`src/rtl/pll_lock_sequencer.sv`:
```
// PLL lock sequencer: holds the PLL in reset, waits for lock, checks that lock is stable, then
// releases the system reset. It retries a bounded number of times before latching a fault.
module pll_lock_sequencer #(
  parameter int RESET_CYCLES  = 48,
  parameter int LOCK_TIMEOUT  = 480000,
  parameter int STABLE_CYCLES = 4800,
  parameter int MAX_RETRIES   = 4
) (
  input  logic       clock_in,
  input  logic       reset_n,
  input  logic       locked,
  input  logic       force_reset,
  input  logic       retry_req,
  output logic       pll_resetb,
  output logic       sys_rst_n,
  output logic       ready,
  output logic       fault,
  output logic [7:0] relock_count,
  output logic [2:0] state
);

  localparam int TMAX_A  = (RESET_CYCLES > LOCK_TIMEOUT) ? RESET_CYCLES : LOCK_TIMEOUT;
  localparam int TMAX    = (TMAX_A > STABLE_CYCLES) ? TMAX_A : STABLE_CYCLES;
  localparam int TIMER_W = $clog2(TMAX + 1);

  typedef enum logic [2:0] {
    PLL_RST   = 3'd0,
    WAIT_LOCK = 3'd1,
    STABLE    = 3'd2,
    RUN       = 3'd3,
    FAULT     = 3'd4
  } state_t;

  state_t             state_q, state_d;
  logic [TIMER_W-1:0] timer_q, timer_d;
  logic [3:0]         retry_q, retry_d;
  logic [7:0]         relock_q, relock_d;
  logic               sync1_q, lock_s_q;
  logic               pll_resetb_q, pll_resetb_d;
  logic               sys_rst_n_q, sys_rst_n_d;
  logic               ready_q, ready_d;
  logic               fault_q, fault_d;

  // locked comes from the PLL's own clock domain, so it passes through two flops first
  always_ff @(posedge clock_in or negedge reset_n) begin
    if (!reset_n) begin
      sync1_q  <= 1'b0;
      lock_s_q <= 1'b0;
    end else begin
      sync1_q  <= locked;
      lock_s_q <= sync1_q;
    end
  end

  always_comb begin
    state_d  = state_q;
    retry_d  = retry_q;
    relock_d = relock_q;
    case (state_q)
      PLL_RST: begin
        if (timer_q == TIMER_W'(RESET_CYCLES - 1)) state_d = WAIT_LOCK;
      end
      WAIT_LOCK: begin
        if (lock_s_q) begin
          state_d = STABLE;
        end else if (timer_q == TIMER_W'(LOCK_TIMEOUT - 1)) begin
          retry_d = retry_q + 4'd1;
          state_d = (retry_d == 4'(MAX_RETRIES)) ? FAULT : PLL_RST;
        end
      end
      STABLE: begin
        if (!lock_s_q) begin
          state_d = WAIT_LOCK;
        end else if (timer_q == TIMER_W'(STABLE_CYCLES - 1)) begin
          state_d = RUN;
          retry_d = 4'd0;
        end
      end
      RUN: begin
        if (!lock_s_q) begin
          state_d = PLL_RST;
          if (relock_q != 8'hFF) relock_d = relock_q + 8'd1;
        end
      end
      FAULT: begin
        if (retry_req) begin
          state_d = PLL_RST;
          retry_d = 4'd0;
        end
      end
      default: state_d = PLL_RST;
    endcase

    // A forced restart overrides the state move but keeps any relock already counted above
    if (force_reset) begin
      state_d = PLL_RST;
      retry_d = 4'd0;
    end

    timer_d = ((state_d != state_q) || force_reset) ? '0 : timer_q + 1'b1;

    pll_resetb_d = (state_d != PLL_RST) && (state_d != FAULT);
    sys_rst_n_d  = (state_d == RUN);
    ready_d      = (state_d == RUN);
    fault_d      = (state_d == FAULT);
  end

  always_ff @(posedge clock_in or negedge reset_n) begin
    if (!reset_n) begin
      state_q      <= PLL_RST;
      timer_q      <= '0;
      retry_q      <= 4'd0;
      relock_q     <= 8'd0;
      pll_resetb_q <= 1'b0;
      sys_rst_n_q  <= 1'b0;
      ready_q      <= 1'b0;
      fault_q      <= 1'b0;
    end else begin
      state_q      <= state_d;
      timer_q      <= timer_d;
      retry_q      <= retry_d;
      relock_q     <= relock_d;
      pll_resetb_q <= pll_resetb_d;
      sys_rst_n_q  <= sys_rst_n_d;
      ready_q      <= ready_d;
      fault_q      <= fault_d;
    end
  end

  assign pll_resetb   = pll_resetb_q;
  assign sys_rst_n    = sys_rst_n_q;
  assign ready        = ready_q;
  assign fault        = fault_q;
  assign relock_count = relock_q;
  assign state        = state_q;

endmodule
```
`config.mk`:
```
export PLATFORM = sky130hd
export DESIGN_NAME = pll_lock_sequencer
export DESIGN_NICKNAME = d
export VERILOG_FILES = /design/src/rtl/pll_lock_sequencer.sv
export SDC_FILE = /design/constraint.sdc
export NUM_CORES = 1
export LEC_CHECK = 0
export ABC_AREA = 1
export CORE_ASPECT_RATIO = 1.4
export CORE_MARGIN = 2
export CORE_UTILIZATION = 40
export CTS_CLUSTER_SIZE = 20
export DETAILED_ROUTE_END_ITERATION = 8
export GPL_TIMING_DRIVEN = 0
export SLEW_MARGIN = 0
export SYNTH_ARGS = -nofsm -noshare
export SYNTH_HDL_FRONTEND = slang
export SYNTH_SLANG_ARGS = --single-unit
```
`constraint.sdc`:
```
create_clock -name clock_in -period 3.05 [get_ports clock_in]
set_input_delay 0.4575 -clock clock_in [delete_from_list [all_inputs] [get_ports clock_in]]
set_output_delay 0.4575 -clock clock_in [all_outputs]
set_load 0.02 [all_outputs]
```
==> impl_metrics.tcl, run 1 <==
set metrics [dict create \
    status "complete, no violations" \
    root_buffer "clkbuf_8" \
    rows 31 \
    fin_cells 349 \
    synth_fa_ha_area_share_pct 1.77 \
    finalSetupViolations 0 \
    switching_share_pct 24.2 \
    power.share.clock_pct 38.7 \
    clk_latency_ns 0.29 \
    worst_setup_hold_path_clk_slew_ns 0.08 \
    portBuffers 19 \
    crit_required_ns 3.27 \
    syn_area_per_cell_sq_um 8.34 \
    crit_type "input port to register" \
    dieArea_sq_um 5920 \
    numCtsBuffers 5 \
    pwr-share-comb_pct 4.5 \
    vias 1634 \
    grt_pass1_wl_microns 7130 \
    overflow 0 \
    vias_per_cell 4.68 \
    synth_seq_area_share_pct 45.9 \
    gp_congestion 0.826 \
    drt-wirelength-per-cell_microns 11.1 \
    hold_viol 0 \
    synth_xor_area_share_pct 9.06 \
    synth_seq_cells 39 \
    core_sq_um 5160 \
    crit_path_max_incr_delay_ns 0.51 \
    detail_route.wirelength_microns 3880 \
    place_hpwl_microns 2910 \
    reg2regPathDepth 11 \
    htreeDepth 2 \
    worst_slew_pin_slew_ns 0.341 \
    crit_path_frequent_cell "nand2_1" \
    area_delta_synth_final_pct 17.9 \
    dp.cells 341 \
    synth_cells 255 \
    path_delay_family "simple AND/OR/NAND/NOR gates" \
    cap_viol_max_count 0 \
    placed_area_sq_um 2410 \
    synth_simple_gate_area_share_pct 33.1 \
    slowest_stage "clkdlybuf4s50_1" \
    muxShareOfSynthArea_pct 0.530 \
    fmax_mhz 507 \
    ctsResizeCount 0 \
    arrival_ns 2.20 \
    reg2reg_from "timer_q[0]" \
    cts_tree "yes" \
    setup_tns_ns 0 \
    drive_gt1_share_pct 15.2 \
    ant_nets 0 \
    sequentialPowerShare_pct 56.8 \
    finalCritPeriodShare_pct 64.7 \
    path_cells "clkdlybuf4s50_1 > nor2_1 > nand2_1 > a221oi_1 > nand2_1 > nor2_4 > nand3_4 > buf_8 > nor2_2" \
    grt_use_total_pct 15.4 \
    worst-path-buf-inv 2 \
    skew_ns 0.00906 \
    syn_area_sq_um 2130 \
    fin_crit_ns 1.97 \
    final_cell_area_sq_um 2510 \
    fp.dieH_microns 90.3 \
    slew_viol_final 0 \
    die_width_microns 65.6 \
    hold_buffers 0 \
    dp_worst_setup_slack_ns 0.758 \
    n_antenna_cell 0 \
    grt_setup_unrepaired "false" \
    switchingPower_mw 0.224 \
    initial_utilization_pct 41.2 \
    endpoint_kind "register" \
    synth_compound_area_share_pct 3.18 \
    hold_path_class "input port to asynchronous set/reset pin" \
    leakage_nw 1.10 \
    synth.net_count 263 \
    critPathMaxFanout 10 \
    ys_warn_count 0 \
    start_kind "input port" \
    drcViolationCount 0 \
    startpoint "force_reset" \
    synth_top_family_by_area "simple AND/OR/NAND/NOR gates" \
    nNetsFinal 290 \
    rrSetupSlack_ns 1.09 \
    cp.depth 9 \
    dr.pass1.iters 4 \
    grt_pass1_vias 1577 \
    drt_iter0_markers 55 \
    powerDensity_nw_per_um2 368 \
    clkSinkCount 39 \
    peakVddDrop_uv 285 \
    antenna_found_initial 0 \
    ios 20 \
    cts_buffer_depth 2 \
    internal_power_mw 0.699 \
    synth_cell_type_count 27 \
    grt_max_degree 40 \
    r2r-end "timer_q[9]" \
    slew_headroom_pct 77.0 \
    worst_slack_ns 1.08 \
    post_cts_buffers 0 \
]
## worst max path at each step
| stage | end |
|---|---|
| floorplan | timer_q[11] |
| global placement | relock_count[6] |
| detailed placement | timer_q[17] |
| CTS | timer_q[17] |
| global route | timer_q[11] |
| finish | timer_q[9] |
## registers in the layout (all words and copies together), names as in the netlist
signal / cells
fault: 1
lock_s_q: 1
pll_resetb: 1
ready: 1
relock_count: 8
retry_q: 4
state: 3
sync1_q: 1
timer_q: 19
## cell usage after synthesis
cell | n | area [sq um]
nand2_1 | 44 | 165
nor2_1 | 43 | 161
dfrtp_1 | 39 | 976
inv_1 | 27 | 101
nand3_1 | 25 | 125
nor2_2 | 13 | 81.3
xor2_1 | 13 | 114
xnor2_1 | 9 | 78.8
o21ai_0 | 7 | 35.0
nand2_2 | 6 | 37.5
nand4_1 | 5 | 31.3
a21oi_1 | 3 | 15.0
ha_1 | 3 | 37.5
nor2_4 | 3 | 33.8
nand3_2 | 2 | 20.0
nor3_2 | 2 | 20.0
a21oi_2 | 1 | 8.76
a221oi_1 | 1 | 8.76
buf_2 | 1 | 5.00
buf_4 | 1 | 7.51
buf_8 | 1 | 15.0
clkinv_1 | 1 | 3.75
inv_2 | 1 | 3.75
mux2_2 | 1 | 11.3
nand3_4 | 1 | 17.5
nor3_1 | 1 | 5.00
nor4_1 | 1 | 6.26
## per-layer routing
layer / up-vias / share of wire (%) / GRT usage, %
li1: 852 / - / -
met1: 761 / 45 / 19.4
met2: 15 / 51 / 25.1
met3: 6 / 2.2 / 3.49
met4: 0 / 2.0 / 6.25
met5: - / 0 / 0
## power by group through the flow
stage	clock network (mW)	logic [mW]	registers (mW)
after global placement	0	0.0401	0.535
after floorplan	0	0.0197	0.535
after CTS	0.373	0.0433	0.525
after detailed placement	0	0.0431	0.535
after global routing	0.397	0.0489	0.526
final	0.357	0.0415	0.525
## kinds of logic (layout without fill, tap and decap cells)
group	count (synthesis)	count (layout)
multiplexers	1	1
buffers and inverters	32	60
AO/OA/AOI/OAI	12	12
AND/OR/NAND/NOR	146	146
flip-flops	39	39
XOR/XNOR	22	22
adder cells (fa/ha/maj)	3	3
## layout make-up
type	count	area (sq um)
Buffer	3	27.5
Clock buffer	5	68.8
Clock inverter	3	23.8
Fill cell	530	2650
Inverter	29	109
Multi-Input combinational cell	184	1010
Sequential cell	39	976
Tap cell	66	82.6
Timing Repair Buffer	20	205
## layout by cell type, fill, tap and decap left out, types with 2 or more instances in the layout
cell and instances:
nand2_1 44, nor2_1 43, dfrtp_1 39, inv_1 27
nand3_1 25, clkdlybuf4s50_1 18, nor2_2 13, xor2_1 13
xnor2_1 9, o21ai_0 7, nand2_2 6, nand4_1 5
clkbuf_8 5, nor2_4 3, a21oi_1 3, ha_1 3
buf_2 2, nand3_2 2, nor3_2 2, clkinvlp_4 2
## through the flow
| step | util (%) | power [mW] | hold WS [ns] |
|---|---|---|---|
| 4_1_cts | 48.6 | 0.941 | 0.124 |
| 3_3_place_gp | 46.5 | 0.575 | 0.335 |
| 5_1_grt | 48.6 | 0.971 | 0.128 |
| 3_5_place_dp | 46.8 | 0.578 | 0.336 |
| 6_report | 48.6 | 0.923 | 0.115 |
| 2_1_floorplan | - | 0.554 | 0.162 |
## worst reg2reg max path, delay by kind of cell (launching register included)
family | cells | cell delay, ns
AND/OR/NAND/NOR | 9 | 1.01
flip-flops | 1 | 0.39
adder cells (fa/ha/maj) | 1 | 0.24
buffers and inverters | 1 | 0.19
(Power assumes the default switching activity.)
==> run 2, diff against run 1 <==
==> constraint.sdc (replaced) <==
create_clock -name clock_in -period 1.7 [get_ports clock_in]
set_input_delay 0.255 -clock clock_in [delete_from_list [all_inputs] [get_ports clock_in]]
set_output_delay 0.255 -clock clock_in [all_outputs]
set_load 0.02 [all_outputs]
==> run 2 against run 1 <==
The run now ends with negative setup slack left. Critical endpoint is now timer_q[12]. Die area did not move. Setup slack got worse by 1.2 ns. Cell count rose by 5.2%. Sequential power rose by 80%.
==> impl_metrics.tcl, run 2 (same netlist as run 1, synthesis figures left out) <==
set metrics [dict create \
    status "finished, violations left" \
    violations "negative setup slack" \
    grt_max_degree 40 \
    drt_iter0_markers 61 \
    hold_viol 0 \
    leakage_nw 1.25 \
    sequentialPowerShare_pct 47.8 \
    crit_required_ns 1.93 \
    dr.pass1.iters 4 \
    drt-wirelength-per-cell_microns 11.4 \
    pwr-share-comb_pct 4.8 \
    area_delta_synth_final_pct 30.8 \
    internal_power_mw 1.56 \
    dp_worst_setup_slack_ns -0.407 \
    largest_reg_flops 19 \
    ant_nets 0 \
    grt_use_total_pct 15.4 \
    regArea_sq_um 980 \
    power.share.clock_pct 47.4 \
    initial_utilization_pct 41.2 \
    place_hpwl_microns 2910 \
    overflow 0 \
    fin_cells 367 \
    portBuffers 19 \
    peakVddDrop_uv 486 \
    multiInputGateArea_sq_um 1110 \
    grt_setup_unrepaired "true" \
    fillers 497 \
    fmax_mhz 564 \
    drive_gt1_share_pct 27.2 \
    final_cell_area_sq_um 2780 \
    crit_path_max_incr_delay_ns 0.40 \
    cts_buffer_depth 2 \
    detail_route.wirelength_microns 4170 \
    hold_path_class "input port to asynchronous set/reset pin" \
    vias 1704 \
    n_antenna_cell 0 \
    path_cells "ha_4 > nand3_4 > nor2_4 > nand3_2 > nor2_2 > nand2_2 > nand2_2 > a21oi_2 > nor2_4 > nand3_4 > buf_12 > nor2_2" \
    path_delay_family "simple AND/OR/NAND/NOR gates" \
    drcViolationCount 0 \
    slew_viol_final 0 \
    htreeDepth 2 \
    placed_area_sq_um 2400 \
    clkSinkCount 39 \
    top_register "timer_q" \
    slowest_stage "dfrtp_1" \
    finalCritPeriodShare_pct 104 \
    start_kind "register" \
    worst_setup_hold_path_clk_slew_ns 0.08 \
    nNetsFinal 308 \
    antenna_found_initial 0 \
    slew_headroom_pct 42.5 \
    dp.cells 340 \
    arrival_ns 2.00 \
    switching_share_pct 20.9 \
    powerDensity_nw_per_um2 710 \
    ios 20 \
    critPathMaxFanout 10 \
    fin_crit_ns 1.77 \
    clk_latency_ns 0.29 \
    gp_congestion 0.764 \
    final_cell_mix "nand2_1, nor2_1, dfrtp_1" \
    dieArea_sq_um 5920 \
    switchingPower_mw 0.413 \
    rows 31 \
    skew_ns 0.00341 \
    vias_per_cell 4.64 \
    crit_type "register to register" \
    worst-path-buf-inv 1 \
    hold_buffers 0 \
    worst_slack_ns -0.0737 \
    grt_pass1_vias 1584 \
    numCtsBuffers 5 \
    cts_tree "yes" \
    fp.dieH_microns 90.3 \
    finalSetupViolations 18 \
    grt_pass1_wl_microns 7160 \
    root_buffer "clkbuf_8" \
    whs_ns 0.0670 \
    cap_viol_max_count 0 \
    worst_slew_pin_slew_ns 0.862 \
    mostFrequentLayoutCell "nand2_1" \
    core_sq_um 5160 \
    die_width_microns 65.6 \
    endpoint_kind "register" \
]
## run 2: changes by cell type in the layout (fill, tap and decap cells not counted), moves of 3 or more
cell / previous run / this run
buf_4: 1 / 19
dfrtp_1: 39 / 36
dfrtp_2: 0 / 3
nand2_1: 44 / 40
nand2_2: 6 / 10
nand3_1: 25 / 20
nand3_2: 2 / 6
nor2_1: 43 / 37
nor2_2: 13 / 17
## run 2: final cells by class
type	instances	area share, %
inverters	29	3.92
clock buffers	5	2.48
repair buffers	38	12.0
well taps	66	2.97
plain buffers	3	1.17
multi-input cells	184	39.8
flip-flops and latches	39	35.2
clock inverters	3	2.43
## run 2: routing by layer
| layer | GRT usage [%] | share of wire, % |
|---|---|---|
| met1 | 18.4 | 45 |
| met2 | 26.4 | 50 |
| met3 | 2.99 | 2.3 |
| met4 | 6.77 | 2.1 |
| met5 | 0 | 0 |
## run 2: power groups by stage
stage               Sequential [mW]  Combinational [mW]  Clock, mW
finish                        0.943              0.0951      0.935
global route                  0.944               0.106      0.989
CTS                           0.943              0.0936      0.954
detailed placement            0.961              0.0725          0
global placement              0.961              0.0731          0
floorplan                     0.959              0.0362          0
## run 2: what timing repair did
item,CTS,global route
resized for setup,11,15
endpoints found under the setup margin,28,28
hold endpoints to repair,0,0
setup buffers,8,11
gates cloned,0,0
pin swaps,2,7
## run 2: worst register-to-register path, cell delays in order (launching register included)
cell,delay [ns]
dfrtp_1,0.40
ha_4,0.17
nand3_4,0.09
nor2_4,0.15
nand3_2,0.08
nor2_2,0.10
nand2_2,0.06
nand2_2,0.07
a21oi_2,0.06
nor2_4,0.11
nand3_4,0.13
buf_12,0.19
nor2_2,0.08
## run 2: stage by stage
step	power (mW)	util, %	TNS [ns]
5_1_grt	2.04	53.9	-4.06
4_1_cts	1.99	51.3	-1.72
3_5_place_dp	1.03	46.5	-6.89
3_3_place_gp	1.03	46.6	-29.62
6_report	1.97	53.9	-0.889
2_1_floorplan	0.996	-	0
## run 2: final timing paths
kind | startpoint | end | slack (ns) | cells past startpoint
min in group clock_in | sync1_q | lock_s_q | 0.35 | 0
worst max register to register | timer_q[0] | timer_q[12] | -0.07 | 12
max in group asynchronous | reset_n | retry_q[0] | 1.05 | 1
worst min register to register | sync1_q | lock_s_q | 0.35 | 0
worst max-delay path | timer_q[0] | timer_q[12] | -0.07 | 12
worst min-delay path | reset_n | timer_q[13] | 0.07 | 1
